## src/rtl/jt51_pkg.sv

```systemverilog
// Shared constants for the YM2151-compatible CPU/timer shell: register map,
// control/status bit positions and the offset-binary DAC helper.
package jt51_pkg;

    localparam logic [7:0] ADDR_CLKA_HI = 8'h10;
    localparam logic [7:0] ADDR_CLKA_LO = 8'h11;
    localparam logic [7:0] ADDR_CLKB    = 8'h12;
    localparam logic [7:0] ADDR_CTRL    = 8'h14;
    localparam logic [7:0] ADDR_CT      = 8'h1B;

    localparam int CTRL_LOAD_A  = 0;
    localparam int CTRL_LOAD_B  = 1;
    localparam int CTRL_IRQEN_A = 2;
    localparam int CTRL_IRQEN_B = 3;
    localparam int CTRL_RST_A   = 4;
    localparam int CTRL_RST_B   = 5;

    localparam int CT1_BIT = 6;
    localparam int CT2_BIT = 7;

    localparam int ST_FLAG_A = 0;
    localparam int ST_FLAG_B = 1;
    localparam int ST_BUSY   = 7;

    function automatic logic [15:0] to_dac(input logic [15:0] x);
        return {~x[15], x[14:0]};
    endfunction

endpackage

```

## src/rtl/jt51_top_timer.sv

```systemverilog
// Up-counting YM2151 timer: reloads on LOAD rising edge and on overflow,
// raises a sticky flag on overflow when enabled; the flag reset strobe wins.
module jt51_top_timer #(
    parameter int W = 10
) (
    input  logic         clk_i,
    input  logic         rst_i,
    input  logic         tick_i,
    input  logic         load_i,
    input  logic         irqen_i,
    input  logic         flag_rst_i,
    input  logic [W-1:0] start_i,
    output logic         flag_o
);

    logic [W-1:0] cnt_q, cnt_d;
    logic         load_prev_q;
    logic         flag_q, flag_d;
    logic         ovf;

    always_comb begin
        cnt_d  = cnt_q;
        ovf    = 1'b0;
        flag_d = flag_q;
        if (load_i && !load_prev_q) begin
            cnt_d = start_i;
        end else if (load_i && tick_i) begin
            if (&cnt_q) begin
                cnt_d = start_i;
                ovf   = 1'b1;
            end else begin
                cnt_d = cnt_q + 1'b1;
            end
        end
        if (flag_rst_i) begin
            flag_d = 1'b0;
        end else if (ovf && irqen_i) begin
            flag_d = 1'b1;
        end
    end

    always_ff @(posedge clk_i) begin
        if (rst_i) begin
            cnt_q       <= '0;
            load_prev_q <= 1'b0;
            flag_q      <= 1'b0;
        end else begin
            cnt_q       <= cnt_d;
            load_prev_q <= load_i;
            flag_q      <= flag_d;
        end
    end

    assign flag_o = flag_q;

endmodule

```

## src/rtl/jt51_top.sv

```systemverilog
// YM2151-compatible host interface shell: write port, status, timers A/B with
// IRQ, CT1/CT2, sample strobe and (idle) audio output formatting.
module jt51_top
    import jt51_pkg::*;
#(
    parameter int BUSY_TICKS = 32
) (
    input  logic               clk,
    input  logic               rst,
    input  logic               cen,
    input  logic               cen_p1,
    input  logic               cs_n,
    input  logic               wr_n,
    input  logic               a0,
    input  logic [7:0]         din,
    output logic [7:0]         dout,
    output logic               ct1,
    output logic               ct2,
    output logic               irq_n,
    output logic               sample,
    output logic signed [15:0] left,
    output logic signed [15:0] right,
    output logic signed [15:0] xleft,
    output logic signed [15:0] xright,
    output logic [15:0]        dacleft,
    output logic [15:0]        dacright
);

    localparam logic [7:0] BUSY_LAST = 8'(BUSY_TICKS - 1);

    logic        wr_prev_q;
    logic [7:0]  addr_q, addr_d;
    logic [9:0]  clka_q, clka_d;
    logic [7:0]  clkb_q, clkb_d;
    logic        load_a_q, load_a_d, load_b_q, load_b_d;
    logic        irqen_a_q, irqen_a_d, irqen_b_q, irqen_b_d;
    logic        ct1_q, ct1_d, ct2_q, ct2_d;
    logic        busy_q, busy_d;
    logic [7:0]  busy_cnt_q, busy_cnt_d;
    logic [4:0]  pre_a_q, pre_a_d;
    logic [3:0]  pre_b_q, pre_b_d;
    logic        irq_n_q, irq_n_d;
    logic [15:0] left_q, left_d, right_q, right_d;

    logic wr_act, wr_stb, addr_wr, data_wr, ctrl_wr;
    logic phi1, tick_a, tick_b;
    logic flag_a, flag_b, flag_rst_a, flag_rst_b;

    // cen_p1 only counts when it lands on a cen pulse.
    assign phi1    = cen & cen_p1;
    assign tick_a  = phi1 && (pre_a_q == 5'd31);
    assign tick_b  = tick_a && (pre_b_q == 4'd15);

    assign wr_act  = ~cs_n & ~wr_n;
    assign wr_stb  = wr_act & ~wr_prev_q;
    assign addr_wr = wr_stb & ~a0;
    assign data_wr = wr_stb & a0;
    assign ctrl_wr = data_wr && (addr_q == ADDR_CTRL);

    assign flag_rst_a = ctrl_wr && din[CTRL_RST_A];
    assign flag_rst_b = ctrl_wr && din[CTRL_RST_B];

    // CSM (control bit 7) has no effect in this shell, so it is not kept.
    always_comb begin
        addr_d    = addr_q;
        clka_d    = clka_q;
        clkb_d    = clkb_q;
        load_a_d  = load_a_q;
        load_b_d  = load_b_q;
        irqen_a_d = irqen_a_q;
        irqen_b_d = irqen_b_q;
        ct1_d     = ct1_q;
        ct2_d     = ct2_q;
        if (addr_wr) addr_d = din;
        if (data_wr) begin
            case (addr_q)
                ADDR_CLKA_HI: clka_d[9:2] = din;
                ADDR_CLKA_LO: clka_d[1:0] = din[1:0];
                ADDR_CLKB:    clkb_d      = din;
                ADDR_CTRL: begin
                    load_a_d  = din[CTRL_LOAD_A];
                    load_b_d  = din[CTRL_LOAD_B];
                    irqen_a_d = din[CTRL_IRQEN_A];
                    irqen_b_d = din[CTRL_IRQEN_B];
                end
                ADDR_CT: begin
                    ct1_d = din[CT1_BIT];
                    ct2_d = din[CT2_BIT];
                end
                default: ;
            endcase
        end
    end

    always_comb begin
        busy_d     = busy_q;
        busy_cnt_d = busy_cnt_q;
        if (data_wr) begin
            busy_d     = 1'b1;
            busy_cnt_d = '0;
        end else if (busy_q && phi1) begin
            busy_cnt_d = busy_cnt_q + 1'b1;
            if (busy_cnt_q == BUSY_LAST) busy_d = 1'b0;
        end
        pre_a_d = phi1   ? pre_a_q + 1'b1 : pre_a_q;
        pre_b_d = tick_a ? pre_b_q + 1'b1 : pre_b_q;
        irq_n_d = ~(flag_a | flag_b);
        left_d  = tick_a ? (xleft  & 16'hFFE0) : left_q;
        right_d = tick_a ? (xright & 16'hFFE0) : right_q;
    end

    always_ff @(posedge clk) begin
        if (rst) begin
            wr_prev_q  <= 1'b0;
            addr_q     <= '0;
            clka_q     <= '0;
            clkb_q     <= '0;
            load_a_q   <= 1'b0;
            load_b_q   <= 1'b0;
            irqen_a_q  <= 1'b0;
            irqen_b_q  <= 1'b0;
            ct1_q      <= 1'b0;
            ct2_q      <= 1'b0;
            busy_q     <= 1'b0;
            busy_cnt_q <= '0;
            pre_a_q    <= '0;
            pre_b_q    <= '0;
            irq_n_q    <= 1'b1;
            left_q     <= '0;
            right_q    <= '0;
        end else begin
            wr_prev_q  <= wr_act;
            addr_q     <= addr_d;
            clka_q     <= clka_d;
            clkb_q     <= clkb_d;
            load_a_q   <= load_a_d;
            load_b_q   <= load_b_d;
            irqen_a_q  <= irqen_a_d;
            irqen_b_q  <= irqen_b_d;
            ct1_q      <= ct1_d;
            ct2_q      <= ct2_d;
            busy_q     <= busy_d;
            busy_cnt_q <= busy_cnt_d;
            pre_a_q    <= pre_a_d;
            pre_b_q    <= pre_b_d;
            irq_n_q    <= irq_n_d;
            left_q     <= left_d;
            right_q    <= right_d;
        end
    end

    jt51_top_timer #(.W(10)) u_timer_a (
        .clk_i(clk), .rst_i(rst), .tick_i(tick_a), .load_i(load_a_q),
        .irqen_i(irqen_a_q), .flag_rst_i(flag_rst_a), .start_i(clka_q), .flag_o(flag_a)
    );

    jt51_top_timer #(.W(8)) u_timer_b (
        .clk_i(clk), .rst_i(rst), .tick_i(tick_b), .load_i(load_b_q),
        .irqen_i(irqen_b_q), .flag_rst_i(flag_rst_b), .start_i(clkb_q), .flag_o(flag_b)
    );

    always_comb begin
        dout            = '0;
        dout[ST_BUSY]   = busy_q;
        dout[ST_FLAG_B] = flag_b;
        dout[ST_FLAG_A] = flag_a;
    end

    // The operator pipeline lives elsewhere, so the full-resolution mix is silent.
    assign xleft    = '0;
    assign xright   = '0;
    assign left     = left_q;
    assign right    = right_q;
    assign dacleft  = to_dac(xleft);
    assign dacright = to_dac(xright);
    assign ct1      = ct1_q;
    assign ct2      = ct2_q;
    assign irq_n    = irq_n_q;
    assign sample   = tick_a;

endmodule

```

## config.mk

```make
export PLATFORM = sky130hd
export DESIGN_NAME = jt51_top
export DESIGN_NICKNAME = d
export VERILOG_FILES = /design/src/rtl/jt51_pkg.sv /design/src/rtl/jt51_top_timer.sv /design/src/rtl/jt51_top.sv
export SDC_FILE = /design/constraint.sdc
export NUM_CORES = 1
export LEC_CHECK = 0
export BUFFER_PORTS_ARGS = -buffer_cell sky130_fd_sc_hd__buf_2
export CAP_MARGIN = 20
export CORE_UTILIZATION = 30
export CTS_BUF_LIST = sky130_fd_sc_hd__clkbuf_8 sky130_fd_sc_hd__clkbuf_16
export DETAILED_ROUTE_END_ITERATION = 8
export PLACE_DENSITY = 0.61
export SLEW_MARGIN = 20
export SYNTH_ARGS = -nofsm -noshare
export SYNTH_HDL_FRONTEND = slang
export SYNTH_SLANG_ARGS = --single-unit
```

## constraint.sdc

```tcl
create_clock -name clk -period 2 [get_ports clk]
set_input_delay 0.4 -clock clk [delete_from_list [all_inputs] [get_ports clk]]
set_output_delay 0.4 -clock clk [all_outputs]
set_load 0.02 [all_outputs]
```

==> flow_metrics.tcl, run 1 <==
set metrics [dict create \
    leakagePower_nw 1.79 \
    tns_ps 0 \
    synth.area.top_cells "dfxtp_1 (35%), buf_4 (18%), nand2_1 (3.7%)" \
    clockPowerShare 0.488 \
    cts_tree "built" \
    r2r_cells 4 \
    dr.pass1.iters 4 \
    first_iter_violations 114 \
    max-cap-violations 0 \
    avgSynthCellArea_um2 8.30 \
    hp-class "in -> reg" \
    synth_flop_cell "dfxtp_1" \
    clock_skew_ps 4.56 \
    die_area_mm2 0.0147 \
    grt_antenna_before_repair 0 \
    endpoint_kind "output pin" \
    fin_crit_ps 1920 \
    hold_viol 0 \
    die_h_um 121 \
    htree_levels 3 \
    yosysMostFrequentCell "buf_4" \
    root_buffer "clkbuf_16" \
    status "completed" \
    route.detailed.drc 0 \
    core_area_mm2 0.0139 \
    ant_nets 0 \
    grt_pass1_vias 3017 \
    cpPeakStageDelay_ps 330 \
    netlist_area_mm2 0.00428 \
    post-route-period-util 0.959 \
    start_util 0.308 \
    wirelength_um 8890 \
    synth_top_area_frac 0.347 \
    pwr-share-seq 0.426 \
    p_sw_w 0.000905 \
    grt_max_degree 59 \
    hold_depth 2 \
    hpwl_um 6490 \
    yosysWarnings 0 \
    num-fill-cells 1430 \
    holdBufCountCts 0 \
    required_ps 1600 \
    finalSetupViolCount 0 \
    cts_buffers 9 \
    drive_gt1_frac 0.143 \
    comb_power_share 0.086 \
    clkSlewWorstSetupHoldPaths_ps 60 \
    gr-usage-met1 0.174 \
    routed_via_density 4.64 \
    overflow 0 \
    final_nets 569 \
    grt_pass1_wl_um 14700 \
    cts.sinks 74 \
    synth_seq_cells 74 \
    busiest_layer "met2" \
    grt_use_met3 0.0254 \
    rows 43 \
    worst_slack_ps 82.3 \
    gr-usage-met2 0.195 \
    synth.distinct_cells 57 \
    track_usage 0.126 \
    wire_per_inst_um 12.1 \
    power.internal_w 0.00262 \
    area_growth_syn_to_layout_pct 8.60 \
    die_w_um 121 \
    path_max_fanout 5 \
    max-vdd-ir-drop_uv 450 \
    worstMarginPinSlew_ps 630 \
    place_worst_setup_slack_ps 35.7 \
    timing_worst_setup_path_type "reg -> out" \
    route.vias.total 3395 \
    gp_congestion 0.821 \
    synth_area_leader_cell "dfxtp_1" \
    clk_latency_ps 330 \
    slew_violations 0 \
    fmax_mhz 521 \
    power.share.switching 0.256 \
    worstSetupStartpointType "flop" \
    cp_cell_sequence "ha_1 -> and3_4 -> ha_4 -> nand3_4 -> inv_2 -> buf_4" \
    critPathSlowestCell "dfxtp_2" \
    clockBufferDepth 2 \
    num_io_pins 123 \
    synthArstFlopShare 0 \
    synthCells 515 \
    synth_edf_count 0 \
    diodes 0 \
    io_buffers 21 \
    ys_top_cells_by_count "buf_4 (105), dfxtp_1 (74), nand2_1 (42), nor2_1 (40), nand3_1 (28)" \
    maxSlewHeadroom 0.580 \
    p_per_area_mw_per_mm2 760 \
    rsz0062_at_grt "false" \
    arrival_ps 1520 \
    yosysSeqAreaShare 0.347 \
]
critical path, delay by kind of cell (launching register included):
family	cells	cell delay, ps
buffers and inverters	2	200
AND/OR/NAND/NOR	2	270
adder cells (fa/ha/maj)	2	380
flip-flops	1	330
path summary, 6_finish.rpt:
kind | start | to | slack (ps)
min | cs_n | wr_prev_q$_SDFF_PP0_ | 300
min reg2reg | ct1$_SDFFE_PP0P_ | ct1$_SDFFE_PP0P_ | 460
max reg2reg | addr_q[5]$_SDFFE_PP0P_ | u_timer_b.flag_o$_SDFFE_PP0P_ | 160
max | pre_a_q[0]$_SDFFE_PP0N_ | sample | 80
layout make-up:
| type | instances | area, µm² | share of cell area |
|---|---|---|---|
| well taps | 180 | 225 | 0.0485 |
| clock inverters | 6 | 92.6 | 0.0199 |
| repair buffers | 44 | 280 | 0.0604 |
| inverters | 14 | 52.6 | 0.0113 |
| clock buffers | 9 | 225 | 0.0485 |
| flip-flops and latches | 74 | 1480 | 0.320 |
| multi-input cells | 405 | 2280 | 0.492 |
stage by stage:
step	utilization	hold slack, ps	total power [W]	instances	instance area, µm²
2_1_floorplan	-	435	0.00193	614	4650
3_3_place_gp	0.308	450	0.00183	716	4280
3_5_place_dp	0.308	454	0.00183	716	4280
4_1_cts	0.333	298	0.00355	732	4630
5_1_grt	0.335	299	0.00366	732	4640
6_report	0.335	304	0.00353	732	4640
state kept, by name, summed over array words and instances (netlist names), 4 cells and up:
register	flops
addr_q	8
busy_cnt_q	8
clka_q	10
clkb_q	8
pre_a_q	5
pre_b_q	4
u_timer_a.cnt_q	10
u_timer_b.cnt_q	8
repair_timing:
action                                  4_1_cts  5_1_grt
endpoints found under the setup margin        1        4
setup buffers                                 1        0
gates resized for setup                       6        4
endpoints found under the hold margin         0        0
power by group through the flow:
stage / Sequential, W / Clock [W] / Combinational, W
floorplan: 0.00153 / 0 / 0.000394
global placement: 0.00154 / 0 / 0.000296
detailed placement: 0.00154 / 0 / 0.000298
CTS: 0.00150 / 0.00175 / 0.000298
global route: 0.00151 / 0.00182 / 0.000331
finish: 0.00151 / 0.00172 / 0.000302
placed cells by master, fill, tap and decap left out, drive strengths merged, types with 5 or more instances in the layout:
cell type  instances
a211oi             6
a21oi             27
a311oi             7
a31o               7
a31oi             10
and2               5
and3               9
buf               44
clkbuf             9
conb             101
dfxtp             74
ha                 6
inv               13
mux2i             14
nand2             42
nand3             28
nand4              8
nor2              40
nor3              11
o21ai             24
xnor2              6
xor2               8
routing by layer:
layer	wire length, µm	part of all wire
met5	0	0
met4	119	0.013
met3	517	0.058
met2	3950	0.44
met1	4300	0.48
kinds of logic after synthesis:
kind of cell,synth area share
and+or+nand+nor,0.202
buffers and inverters,0.214
AOI/OAI and AO/OA,0.154
DFF,0.347
muxes,0.0354
xor gates and xnor gates,0.0287
adders and majority gates,0.0176
other,0.00176
No activity file was read; power rests on OpenSTA's default activity.
==> run 2, diff against run 1 <==
--- a/config.mk
+++ b/config.mk
@@ -11,5 +11,5 @@
 export CTS_BUF_LIST = sky130_fd_sc_hd__clkbuf_8 sky130_fd_sc_hd__clkbuf_16
 export DETAILED_ROUTE_END_ITERATION = 8
-export PLACE_DENSITY = 0.61
+export PLACE_DENSITY = 0.59
 export SLEW_MARGIN = 20
 export SYNTH_ARGS = -nofsm -noshare
==> constraint.sdc (replaced) <==
create_clock -name clk -period 2.4 [get_ports clk]
set_input_delay 0.24 -clock clk [delete_from_list [all_inputs] [get_ports clk]]
set_output_delay 0.24 -clock clk [all_outputs]
set_load 0.02 [all_outputs]
==> run 2 against run 1 <==
Against the previous run: sequential power fell by 17%; cell area fell by 2.5%; first-iteration DRC count rose by 25%; via count fell by 1.2%; clock skew rose by 2.7 ps; combinational power fell by 18%; critical endpoint unchanged; largest cell class unchanged; highest routed layer unchanged.
==> flow_metrics.tcl, run 2 (same netlist as run 1, synthesis figures left out) <==
set metrics [dict create \
    r2r_setup_slack_ps 310 \
    maxSlewHeadroom 0.547 \
    multiInputGateArea_mm2 0.00225 \
    clockBufferDepth 2 \
    status "completed" \
    dp.cells 703 \
    first_iter_violations 142 \
    wirelength_um 8900 \
    finalPower_w 0.00304 \
    endpoint_kind "output pin" \
    dr_wl_met3_um 584 \
    dr_wl_met2_um 4010 \
    hp-class "in -> reg" \
    clock_skew_ps 7.26 \
    root_buffer "clkbuf_16" \
    overflow 0 \
    timing.rr.start "pre_a_q[0]$_SDFFE_PP0N_" \
    r2r_cells 7 \
    arrival_ps 1910 \
    worstMarginPinSlew_ps 674 \
    wl_met1_um 4180 \
    fin_crit_ps 2150 \
    p_per_area_mw_per_mm2 671 \
    clockPowerShare 0.505 \
    num-fill-cells 1471 \
    tns_ps 0 \
    post_cts_resized 0 \
    num_io_pins 123 \
    diodes 0 \
    top_regs "clka_q: 10 flops, u_timer_a.cnt_q: 10 flops" \
    cts_buffers 9 \
    top_layer "met4" \
    path_max_fanout 7 \
    comb_power_share 0.082 \
    min_to "wr_prev_q$_SDFF_PP0_" \
    clkSlewWorstSetupHoldPaths_ps 60 \
    power.internal_w 0.00229 \
    finalSetupViolCount 0 \
    seqCellArea_mm2 0.00148 \
    grt_pass1_vias 3001 \
    area_growth_syn_to_layout_pct 5.85 \
    cts_tree "built" \
    route.vias.total 3354 \
    post_cts_buffers 0 \
    layout_common_cells "conb_1 (101), dfxtp_1 (74), nand2_1 (42)" \
    fmax_mhz 465 \
    pwr-share-seq 0.413 \
    rsz0062_at_grt "false" \
    r2r-end "u_timer_b.cnt_q[5]$_SDFFE_PP0P_" \
    max-vdd-ir-drop_uv 479 \
    post-route-period-util 0.896 \
    holdBufCountCts 0 \
    power.share.switching 0.246 \
    max-cap-violations 0 \
    grt_pass1_wl_um 14600 \
    routed_via_density 4.66 \
    hold_start "cs_n" \
    hold_viol 0 \
    leakagePower_nw 1.74 \
    die_area_mm2 0.0147 \
    hold_depth 2 \
    start_util 0.308 \
    die_h_um 121 \
    rows 43 \
    final_nets 555 \
    gp_congestion 0.848 \
    fin_cells 719 \
    grt_antenna_before_repair 0 \
    slew_violations 0 \
    core_area_mm2 0.0139 \
    htree_levels 3 \
    timing_worst_setup_path_type "reg -> out" \
    drive_gt1_frac 0.108 \
    track_usage 0.126 \
    route.detailed.drc 0 \
    hpwl_um 6460 \
    cts.sinks 74 \
    worstSetupStartpointType "flop" \
    required_ps 2160 \
    wire_per_inst_um 12.4 \
    clk_latency_ps 330 \
    dr.pass1.iters 5 \
    die_w_um 121 \
    grt_max_degree 59 \
    ant_nets 0 \
    io_buffers 21 \
    p_sw_w 0.000746 \
    final_common_cell "conb_1" \
]
## run 2: metal layers
layer	GRT usage	vias up
li1	-	1656
met1	0.168	1544
met2	0.197	144
met3	0.0329	10
met4	0.0370	0
met5	0	-
## run 2: worst max path at each step
| stage | end | slack (ps) | cells after the start | from |
|---|---|---|---|---|
| after floorplan | u_timer_a.cnt_q[5]$_SDFFE_PP0P_ | 500 | 7 | pre_a_q[0]$_SDFFE_PP0N_ |
| after global placement | u_timer_b.cnt_q[5]$_SDFFE_PP0P_ | 400 | 7 | pre_a_q[0]$_SDFFE_PP0N_ |
| after detailed placement | u_timer_b.cnt_q[5]$_SDFFE_PP0P_ | 350 | 7 | pre_a_q[0]$_SDFFE_PP0N_ |
| after CTS | sample | 220 | 6 | pre_a_q[0]$_SDFFE_PP0N_ |
| after global routing | sample | 100 | 6 | pre_a_q[0]$_SDFFE_PP0N_ |
| final | sample | 250 | 6 | pre_a_q[0]$_SDFFE_PP0N_ |
## run 2: final cells by class
type,instances,share of cell area
Clock inverter,7,0.0263
Timing Repair Buffer,30,0.0382
Tap cell,180,0.0498
Multi-Input combinational cell,405,0.497
Sequential cell,74,0.327
Inverter,14,0.0116
Clock buffer,9,0.0498
## run 2: metrics by stage
stage	instance area [µm²]	worst slack [ps]	utilization	hold slack, ps
final	4530	250	0.326	136
after global routing	4530	102	0.326	151
after CTS	4530	216	0.326	131
after detailed placement	4180	349	0.301	455
after global placement	4180	401	0.301	449
after floorplan	4650	496	-	317
## run 2: power by group through the flow
stage	sequential (W)	combinational (W)	clock, W
detailed placement	0.00128	0.000246	0
CTS	0.00125	0.000246	0.00156
global placement	0.00128	0.000243	0
finish	0.00125	0.000248	0.00153
global route	0.00126	0.000273	0.00162
floorplan	0.00128	0.000328	0
## run 2: critical path, stage by stage (launching register included)
cell and delay, ps:
dfxtp_1 370, ha_1 180, and3_1 160, ha_1 230
nand3_1 230, inv_1 200, buf_2 200
